`src/rtl/aibcr3aux_osc_cal_pkg.sv`:
```
// Shared types and constants for the AUX ring-oscillator calibration sequencer.
package aibcr3aux_osc_cal_pkg;

    localparam int TRIM_W         = 9;
    localparam logic [TRIM_W-1:0] TRIM_MID = 9'h100;

    localparam int WIN_CYC_DEF    = 1024;
    localparam int SETTLE_CYC_DEF = 64;
    localparam int VREG_TO_DEF    = 4096;
    localparam int CNT_W_DEF      = 16;

    typedef enum logic [2:0] {
        ST_IDLE   = 3'd0,
        ST_PWRUP  = 3'd1,
        ST_SETTLE = 3'd2,
        ST_MEAS   = 3'd3,
        ST_DECIDE = 3'd4,
        ST_DONE   = 3'd5,
        ST_FAIL   = 3'd6
    } cal_state_e;

    function automatic logic is_busy(input cal_state_e s);
        return (s == ST_PWRUP) || (s == ST_SETTLE) || (s == ST_MEAS) || (s == ST_DECIDE);
    endfunction

endpackage

```
`src/rtl/aibcr3aux_osc_cal_meas.sv`:
```
// Oscillator edge counter: synchronizes the divider toggle, detects its edges and
// counts them over a fixed window, saturating at all-ones.
module aibcr3aux_osc_cal_meas
    import aibcr3aux_osc_cal_pkg::*;
#(
    parameter int WIN_CYC = WIN_CYC_DEF,
    parameter int CNT_W   = CNT_W_DEF
) (
    input  logic             clk,
    input  logic             rst,
    input  logic             start,
    input  logic             abort,
    input  logic             osc_tgl,
    output logic             done,
    output logic [CNT_W-1:0] count
);

    localparam int WIN_W = $clog2(WIN_CYC + 1);

    logic             sync1_q, sync2_q, sync3_q;
    logic             osc_edge;
    logic             active_q, active_d;
    logic [WIN_W-1:0] timer_q, timer_d;
    logic [CNT_W-1:0] cnt_q, cnt_d;
    logic [CNT_W-1:0] cnt_inc;

    // sync1/sync2 form the synchronizer; sync3 only delays for edge detection
    always_ff @(posedge clk) begin
        if (rst) begin
            sync1_q <= 1'b0;
            sync2_q <= 1'b0;
            sync3_q <= 1'b0;
        end else begin
            sync1_q <= osc_tgl;
            sync2_q <= sync1_q;
            sync3_q <= sync2_q;
        end
    end

    assign osc_edge = sync2_q ^ sync3_q;

    always_comb begin
        cnt_inc  = (osc_edge && (cnt_q != '1)) ? cnt_q + CNT_W'(1) : cnt_q;
        done     = active_q && (timer_q == WIN_W'(WIN_CYC - 1));
        count    = cnt_inc;
        active_d = active_q;
        timer_d  = timer_q;
        cnt_d    = cnt_q;
        if (abort) begin
            active_d = 1'b0;
            timer_d  = '0;
            cnt_d    = '0;
        end else if (start) begin
            active_d = 1'b1;
            timer_d  = '0;
            cnt_d    = '0;
        end else if (active_q) begin
            if (done) begin
                active_d = 1'b0;
                timer_d  = '0;
                cnt_d    = '0;
            end else begin
                timer_d = timer_q + WIN_W'(1);
                cnt_d   = cnt_inc;
            end
        end
    end

    always_ff @(posedge clk) begin
        if (rst) begin
            active_q <= 1'b0;
            timer_q  <= '0;
            cnt_q    <= '0;
        end else begin
            active_q <= active_d;
            timer_q  <= timer_d;
            cnt_q    <= cnt_d;
        end
    end

endmodule

```
`src/rtl/aibcr3aux_osc_cal_ctrl.sv`:
```
// AUX oscillator power-up and trim calibration: waits for the regulators, runs a
// 9-step successive-approximation trim search, then verifies the final count.
module aibcr3aux_osc_cal_ctrl
    import aibcr3aux_osc_cal_pkg::*;
#(
    parameter int WIN_CYC    = WIN_CYC_DEF,
    parameter int SETTLE_CYC = SETTLE_CYC_DEF,
    parameter int VREG_TO    = VREG_TO_DEF,
    parameter int CNT_W      = CNT_W_DEF
) (
    input  logic              iclk,
    input  logic              irst,
    input  logic              i_cal_start,
    input  logic              i_fuse_bypass,
    input  logic [TRIM_W-1:0] i_fuse_trim,
    input  logic [CNT_W-1:0]  i_target,
    input  logic [7:0]        i_tol,
    input  logic [2:0]        i_vreg_rdy,
    input  logic              i_osc_tgl,
    output logic              o_pdb,
    output logic [TRIM_W-1:0] o_trim,
    output logic              o_rdy_dly,
    output logic              o_busy,
    output logic              o_done,
    output logic              o_fail,
    output logic [CNT_W-1:0]  o_meas_cnt,
    output logic [2:0]        o_state
);

    localparam int TMR_W = $clog2(((VREG_TO > SETTLE_CYC) ? VREG_TO : SETTLE_CYC) + 1);

    cal_state_e        state_q, state_d;
    logic              pdb_q, pdb_d;
    logic [TRIM_W-1:0] trim_q, trim_d, trim_next;
    logic              rdy_dly_q, rdy_dly_d;
    logic              done_q, done_d;
    logic              fail_q, fail_d;
    logic [CNT_W-1:0]  meas_cnt_q, meas_cnt_d;
    logic [3:0]        bit_q, bit_d;
    logic              verify_q, verify_d;
    logic              bypass_q, bypass_d;
    logic [TMR_W-1:0]  tmr_q, tmr_d;
    logic              meas_start, meas_abort, meas_done;
    logic [CNT_W-1:0]  meas_count;
    logic [CNT_W:0]    diff;
    logic              vreg_ok;

    assign vreg_ok = &i_vreg_rdy;

    aibcr3aux_osc_cal_meas #(
        .WIN_CYC (WIN_CYC),
        .CNT_W   (CNT_W)
    ) u_meas (
        .clk     (iclk),
        .rst     (irst),
        .start   (meas_start),
        .abort   (meas_abort),
        .osc_tgl (i_osc_tgl),
        .done    (meas_done),
        .count   (meas_count)
    );

    // One bit wider than the count so the absolute error never wraps
    assign diff = (meas_cnt_q >= i_target) ? ({1'b0, meas_cnt_q} - {1'b0, i_target})
                                           : ({1'b0, i_target} - {1'b0, meas_cnt_q});

    always_comb begin
        state_d    = state_q;
        pdb_d      = pdb_q;
        trim_d     = trim_q;
        trim_next  = trim_q;
        rdy_dly_d  = rdy_dly_q;
        done_d     = done_q;
        fail_d     = fail_q;
        meas_cnt_d = meas_cnt_q;
        bit_d      = bit_q;
        verify_d   = verify_q;
        bypass_d   = bypass_q;
        tmr_d      = tmr_q;
        meas_start = 1'b0;
        meas_abort = 1'b0;
        unique case (state_q)
            ST_IDLE, ST_DONE, ST_FAIL: begin
                if (state_q == ST_DONE) rdy_dly_d = 1'b1;
                if (state_q == ST_FAIL) rdy_dly_d = 1'b0;
                if (i_cal_start) begin
                    state_d   = ST_PWRUP;
                    done_d    = 1'b0;
                    fail_d    = 1'b0;
                    rdy_dly_d = 1'b0;
                    pdb_d     = 1'b1;
                    bit_d     = 4'(TRIM_W - 1);
                    bypass_d  = i_fuse_bypass;
                    verify_d  = i_fuse_bypass;
                    trim_d    = i_fuse_bypass ? i_fuse_trim : TRIM_MID;
                    tmr_d     = '0;
                end
            end
            ST_PWRUP: begin
                if (vreg_ok) begin
                    state_d = ST_SETTLE;
                    tmr_d   = '0;
                end else if (tmr_q == TMR_W'(VREG_TO - 1)) begin
                    state_d = ST_FAIL;
                    fail_d  = 1'b1;
                end else begin
                    tmr_d = tmr_q + TMR_W'(1);
                end
            end
            ST_SETTLE: begin
                if (!vreg_ok) begin
                    state_d = ST_FAIL;
                    fail_d  = 1'b1;
                end else if (tmr_q == TMR_W'(SETTLE_CYC - 1)) begin
                    state_d    = ST_MEAS;
                    meas_start = 1'b1;
                    tmr_d      = '0;
                end else begin
                    tmr_d = tmr_q + TMR_W'(1);
                end
            end
            ST_MEAS: begin
                if (!vreg_ok) begin
                    state_d    = ST_FAIL;
                    fail_d     = 1'b1;
                    meas_abort = 1'b1;
                end else if (meas_done) begin
                    state_d    = ST_DECIDE;
                    meas_cnt_d = meas_count;
                end
            end
            ST_DECIDE: begin
                if (!vreg_ok) begin
                    state_d = ST_FAIL;
                    fail_d  = 1'b1;
                end else if (verify_q) begin
                    if (diff <= (CNT_W + 1)'(i_tol)) begin
                        state_d = ST_DONE;
                        done_d  = 1'b1;
                    end else begin
                        state_d = ST_FAIL;
                        fail_d  = 1'b1;
                    end
                end else begin
                    // Higher code runs faster, so a high count drops the bit under test
                    if (meas_cnt_q > i_target) trim_next[bit_q] = 1'b0;
                    if (bit_q != 4'd0) begin
                        trim_next[bit_q - 4'd1] = 1'b1;
                        bit_d = bit_q - 4'd1;
                    end else begin
                        verify_d = 1'b1;
                    end
                    trim_d  = trim_next;
                    state_d = ST_SETTLE;
                    tmr_d   = '0;
                end
            end
            default: state_d = ST_IDLE;
        endcase
    end

    always_ff @(posedge iclk) begin
        if (irst) begin
            state_q    <= ST_IDLE;
            pdb_q      <= 1'b0;
            trim_q     <= '0;
            rdy_dly_q  <= 1'b0;
            done_q     <= 1'b0;
            fail_q     <= 1'b0;
            meas_cnt_q <= '0;
            bit_q      <= '0;
            verify_q   <= 1'b0;
            bypass_q   <= 1'b0;
            tmr_q      <= '0;
        end else begin
            state_q    <= state_d;
            pdb_q      <= pdb_d;
            trim_q     <= trim_d;
            rdy_dly_q  <= rdy_dly_d;
            done_q     <= done_d;
            fail_q     <= fail_d;
            meas_cnt_q <= meas_cnt_d;
            bit_q      <= bit_d;
            verify_q   <= verify_d;
            bypass_q   <= bypass_d;
            tmr_q      <= tmr_d;
        end
    end

    assign o_pdb      = pdb_q;
    assign o_trim     = trim_q;
    assign o_rdy_dly  = rdy_dly_q;
    assign o_busy     = is_busy(state_q);
    assign o_done     = done_q;
    assign o_fail     = fail_q;
    assign o_meas_cnt = meas_cnt_q;
    assign o_state    = state_q;

endmodule

```
`config.mk`:
```
export PLATFORM = sky130hd
export DESIGN_NAME = aibcr3aux_osc_cal_ctrl
export DESIGN_NICKNAME = d
export VERILOG_FILES = /design/src/rtl/aibcr3aux_osc_cal_pkg.sv /design/src/rtl/aibcr3aux_osc_cal_meas.sv /design/src/rtl/aibcr3aux_osc_cal_ctrl.sv
export SDC_FILE = /design/constraint.sdc
export NUM_CORES = 1
export LEC_CHECK = 0
export CELL_PAD_IN_SITES_DETAIL_PLACEMENT = 1
export CELL_PAD_IN_SITES_GLOBAL_PLACEMENT = 1
export CORE_ASPECT_RATIO = 1.2
export CORE_UTILIZATION = 38
export DETAILED_ROUTE_END_ITERATION = 6
export PLACE_DENSITY = 0.79
export SETUP_SLACK_MARGIN = 0.3
export SLEW_MARGIN = 20
export SYNTH_ARGS = -nofsm -noshare
export SYNTH_HDL_FRONTEND = slang
export SYNTH_SLANG_ARGS = --single-unit
```
`constraint.sdc`:
```
create_clock -name iclk -period 4.9 [get_ports iclk]
set_clock_uncertainty 0.15 [all_clocks]
set_input_delay 0.98 -clock iclk [delete_from_list [all_inputs] [get_ports iclk]]
set_output_delay 0.98 -clock iclk [all_outputs]
set_load 0.05 [all_outputs]
```
==> flow_metrics.tcl <==
set metrics [dict create \
    power.density_nw_per_um2 293 \
    setup_viol 0 \
    reg2reg_setup_slack_ps 490 \
    hold_violations 0 \
    path_max_fanout 5 \
    core_area_sq_um 16300 \
    fmax_mhz 212 \
    ant_nets 0 \
    worst_slew_pin_slew_ps 933 \
    startpoint "i_target[7]" \
    fillers 1984 \
    fin_crit_sh 0.962 \
    die_w_microns 120 \
    internal_power_mw 1.54 \
    synth_top_area_frac 0.256 \
    rr_worst_depth 18 \
    combPwrFrac 0.400 \
    p_leak_nw 3.31 \
    clockPowerShare 0.287 \
    met3WireLength_microns 1130 \
    synth.largest_area_cell "dfxtp_1" \
    status "complete, no violations" \
    slew_headroom 0.377 \
    root_buffer "clkbuf_16" \
    vias_per_cell 5.83 \
    grtUsageTotal 0.270 \
    r2r_start "o_meas_cnt[1]" \
    firstDrtPassIters 5 \
    setup_ws_ps 186 \
    synth_area_per_cell_sq_um 7.57 \
    postSynthCellCount 837 \
    worstSetupEndpointType "flop" \
    fin_crit_ps 4710 \
    ys_seq_elements 81 \
    clkTransAtPathRegs_ps 60 \
    wl_met2_microns 12300 \
    clk_path_buf_depth 2 \
    die_area_sq_um 17200 \
    total_power_mw 2.54 \
    grt_pass1_vias 7243 \
    wl_met1_microns 9780 \
    start_util 0.389 \
    worstSkewPairLatency_ps 350 \
    wl_microns 24500 \
    rsz0062_at_grt "yes" \
    synth_fp_nets 928 \
    dp_slack_ps -518 \
    switching_share 0.394 \
    netlist_area_sq_um 6340 \
    multi_input_area_sq_um 4680 \
    critPathKind "primary input to flop" \
    gp_congestion 0.960 \
    ir_drop_mv 0.162 \
    cp-start-kind "primary input" \
    worstPathArrival_ps 4820 \
    die_h_microns 143 \
    synth_flop_cell "dfxtp_1" \
    grt_pass1_wl_microns 36800 \
    synth-edff-count 0 \
    synthTopCellsByArea "dfxtp_1 (26%), ha_1 (9.5%), a21oi_1 (6.1%)" \
    async_reset_ff_frac 0 \
    grt.overflow.total 0 \
    ios 74 \
    seqCellArea_sq_um 1620 \
    nets 1077 \
    wl_per_cell_microns 20.3 \
    cts_buffers 9 \
    ys.warnings.count 0 \
    hp-class "flop to flop" \
    slew_violations 0 \
    area_growth_pct 37.0 \
    grt_start_max_net_pins 44 \
    synth_cell_types 79 \
    drv_cap 0 \
    reg2reg_to "o_done" \
    io_buffer_count 73 \
    vias 7016 \
    power_switching_mw 1.00 \
    antenna_found_initial 1 \
    clock_sinks 81 \
    cts_tree "built" \
    routed.top_layer "met4" \
    rows 51 \
    drive_gt1_frac 0.224 \
    cp.required_ps 5010 \
    crit_end "o_done" \
    dp_hpwl_microns 15000 \
    drc 0 \
    drt_first_iter_violations 471 \
    p_seq_frac 0.313 \
    seq_area_frac_synth 0.256 \
    htreeDepth 3 \
]
metrics by stage:
| step | cells | hold WS [ps] | util | setup TNS (ps) | cell area, sq um |
|---|---|---|---|---|---|
| 2_1_floorplan | 837 | 264 | - | 0 | 6390 |
| 6_report | 1204 | 291 | 0.534 | 0 | 8680 |
| 3_3_place_gp | 1151 | 269 | 0.475 | -1360 | 7730 |
| 5_1_grt | 1204 | 318 | 0.534 | 0 | 8680 |
| 3_5_place_dp | 1151 | 280 | 0.475 | -1960 | 7730 |
| 4_1_cts | 1195 | 295 | 0.526 | 0 | 8560 |
worst max-delay path, stage by stage:
cell       delay [ps]
buf_2             110
inv_2              50
ha_4              300
nand4_1           160
buf_4             170
buf_4             130
buf_4             120
buf_4             130
buf_4             130
buf_4             120
buf_4             150
buf_4             140
buf_4             120
buf_4             120
buf_4             130
buf_4             130
buf_4             120
buf_4             120
buf_4             140
nor2_4             90
a211oi_4           70
a211oi_2          190
o2bb2ai_1         150
nand2b_1          140
or3_4             390
o31ai_2           220
Yosys cell counts (4+ instances only):
| master | number |
|---|---|
| a211oi_1 | 26 |
| mux2i_1 | 7 |
| nand3b_1 | 5 |
| a22o_1 | 7 |
| clkbuf_1 | 34 |
| inv_1 | 49 |
| xor2_1 | 25 |
| nand3_1 | 19 |
| nor3_1 | 25 |
| a21o_1 | 13 |
| and3_1 | 9 |
| o211a_1 | 4 |
| buf_2 | 11 |
| a31oi_1 | 7 |
| o21bai_1 | 5 |
| nand4_1 | 14 |
| a21oi_1 | 77 |
| nand2_1 | 67 |
| o21ai_1 | 6 |
| o31ai_1 | 7 |
| ha_1 | 48 |
| and2_1 | 6 |
| o211ai_1 | 6 |
| o21ai_0 | 39 |
| nand2b_1 | 9 |
| nor4_1 | 5 |
| nor2b_1 | 16 |
| o21a_1 | 10 |
| a311oi_1 | 4 |
| dfxtp_1 | 81 |
| buf_4 | 4 |
| xnor2_1 | 24 |
| a22oi_1 | 5 |
| nor2_1 | 96 |
registers in the layout (all words and copies together) (netlist names), 3 cells and up:
| register | cells |
|---|---|
| u_meas.timer_q | 11 |
| o_meas_cnt | 16 |
| tmr_q | 13 |
| bit_q | 4 |
| o_state | 3 |
| o_trim | 9 |
| u_meas.cnt_q | 16 |
power by group through the flow:
stage          clock [mW]  combinational [mW]  sequential [mW]
2_1_floorplan           0               0.588            0.880
6_report            0.728                1.02            0.796
3_5_place_dp            0               0.952            0.809
5_1_grt             0.766                1.11            0.805
3_3_place_gp            0               0.934            0.807
4_1_cts             0.741               0.984            0.795
kinds of logic after synthesis:
group,after synthesis,share of synthesized area
flip-flops,81,0.256
buffers and inverters,100,0.0650
AO/OA/AOI/OAI,247,0.257
multiplexers,10,0.0164
AND/OR/NAND/NOR,299,0.235
adder cells (fa/ha/maj),51,0.103
XOR/XNOR,49,0.0677
layout by cell type, fill, tap and decap left out, drive strengths merged, types with 4 or more instances in the layout:
cell type / count
nor4: 6
clkdlybuf4s50: 56
nand3: 19
and3: 10
o21bai: 5
o21ai: 46
clkinv: 4
clkbuf: 12
xor2: 25
a311oi: 4
nand2b: 9
a211oi: 26
a22o: 7
and2: 8
inv: 50
a21o: 13
o211ai: 6
o211a: 4
nor2b: 16
a22oi: 5
buf: 126
dfxtp: 81
a31oi: 7
mux2i: 7
o21a: 10
o31ai: 9
xnor2: 24
nand3b: 5
and4: 4
a21oi: 78
nor2: 98
ha: 48
nand2: 69
nand4: 16
nor3: 25
per-layer routing:
layer | vias to the layer above | GRT usage
met4 | 0 | 0.164
met3 | 91 | 0.0317
met5 | - | 0
li1 | 3275 | -
met2 | 246 | 0.484
met1 | 3404 | 0.306
worst min-delay path by stage:
stage,startpoint,end,slack (ps),cells after the start
after CTS,u_meas.sync1_q,u_meas.sync2_q,290,1
after global placement,u_meas.sync1_q,u_meas.sync2_q,270,1
after floorplan,u_meas.sync1_q,u_meas.sync2_q,260,1
after detailed placement,u_meas.sync1_q,u_meas.sync2_q,280,1
after global routing,u_meas.sync1_q,u_meas.sync2_q,320,1
final,u_meas.sync1_q,u_meas.sync2_q,290,1
repair_timing:
action,4_1_cts,5_1_grt
hold buffers,0,0
setup endpoints to repair,4,4
setup buffers,28,7
pin swaps,33,29
gates resized for setup,106,29
area by class of cell:
type,instances,share of cell area
clock inverter,7,0.0110
antenna,1,0.000288
multi-input combinational,656,0.539
tap,212,0.0306
timing repair buffer,188,0.184
sequential,81,0.187
clock buffer,9,0.0259
inverter,50,0.0222
Power figures use the tool's default switching activity.
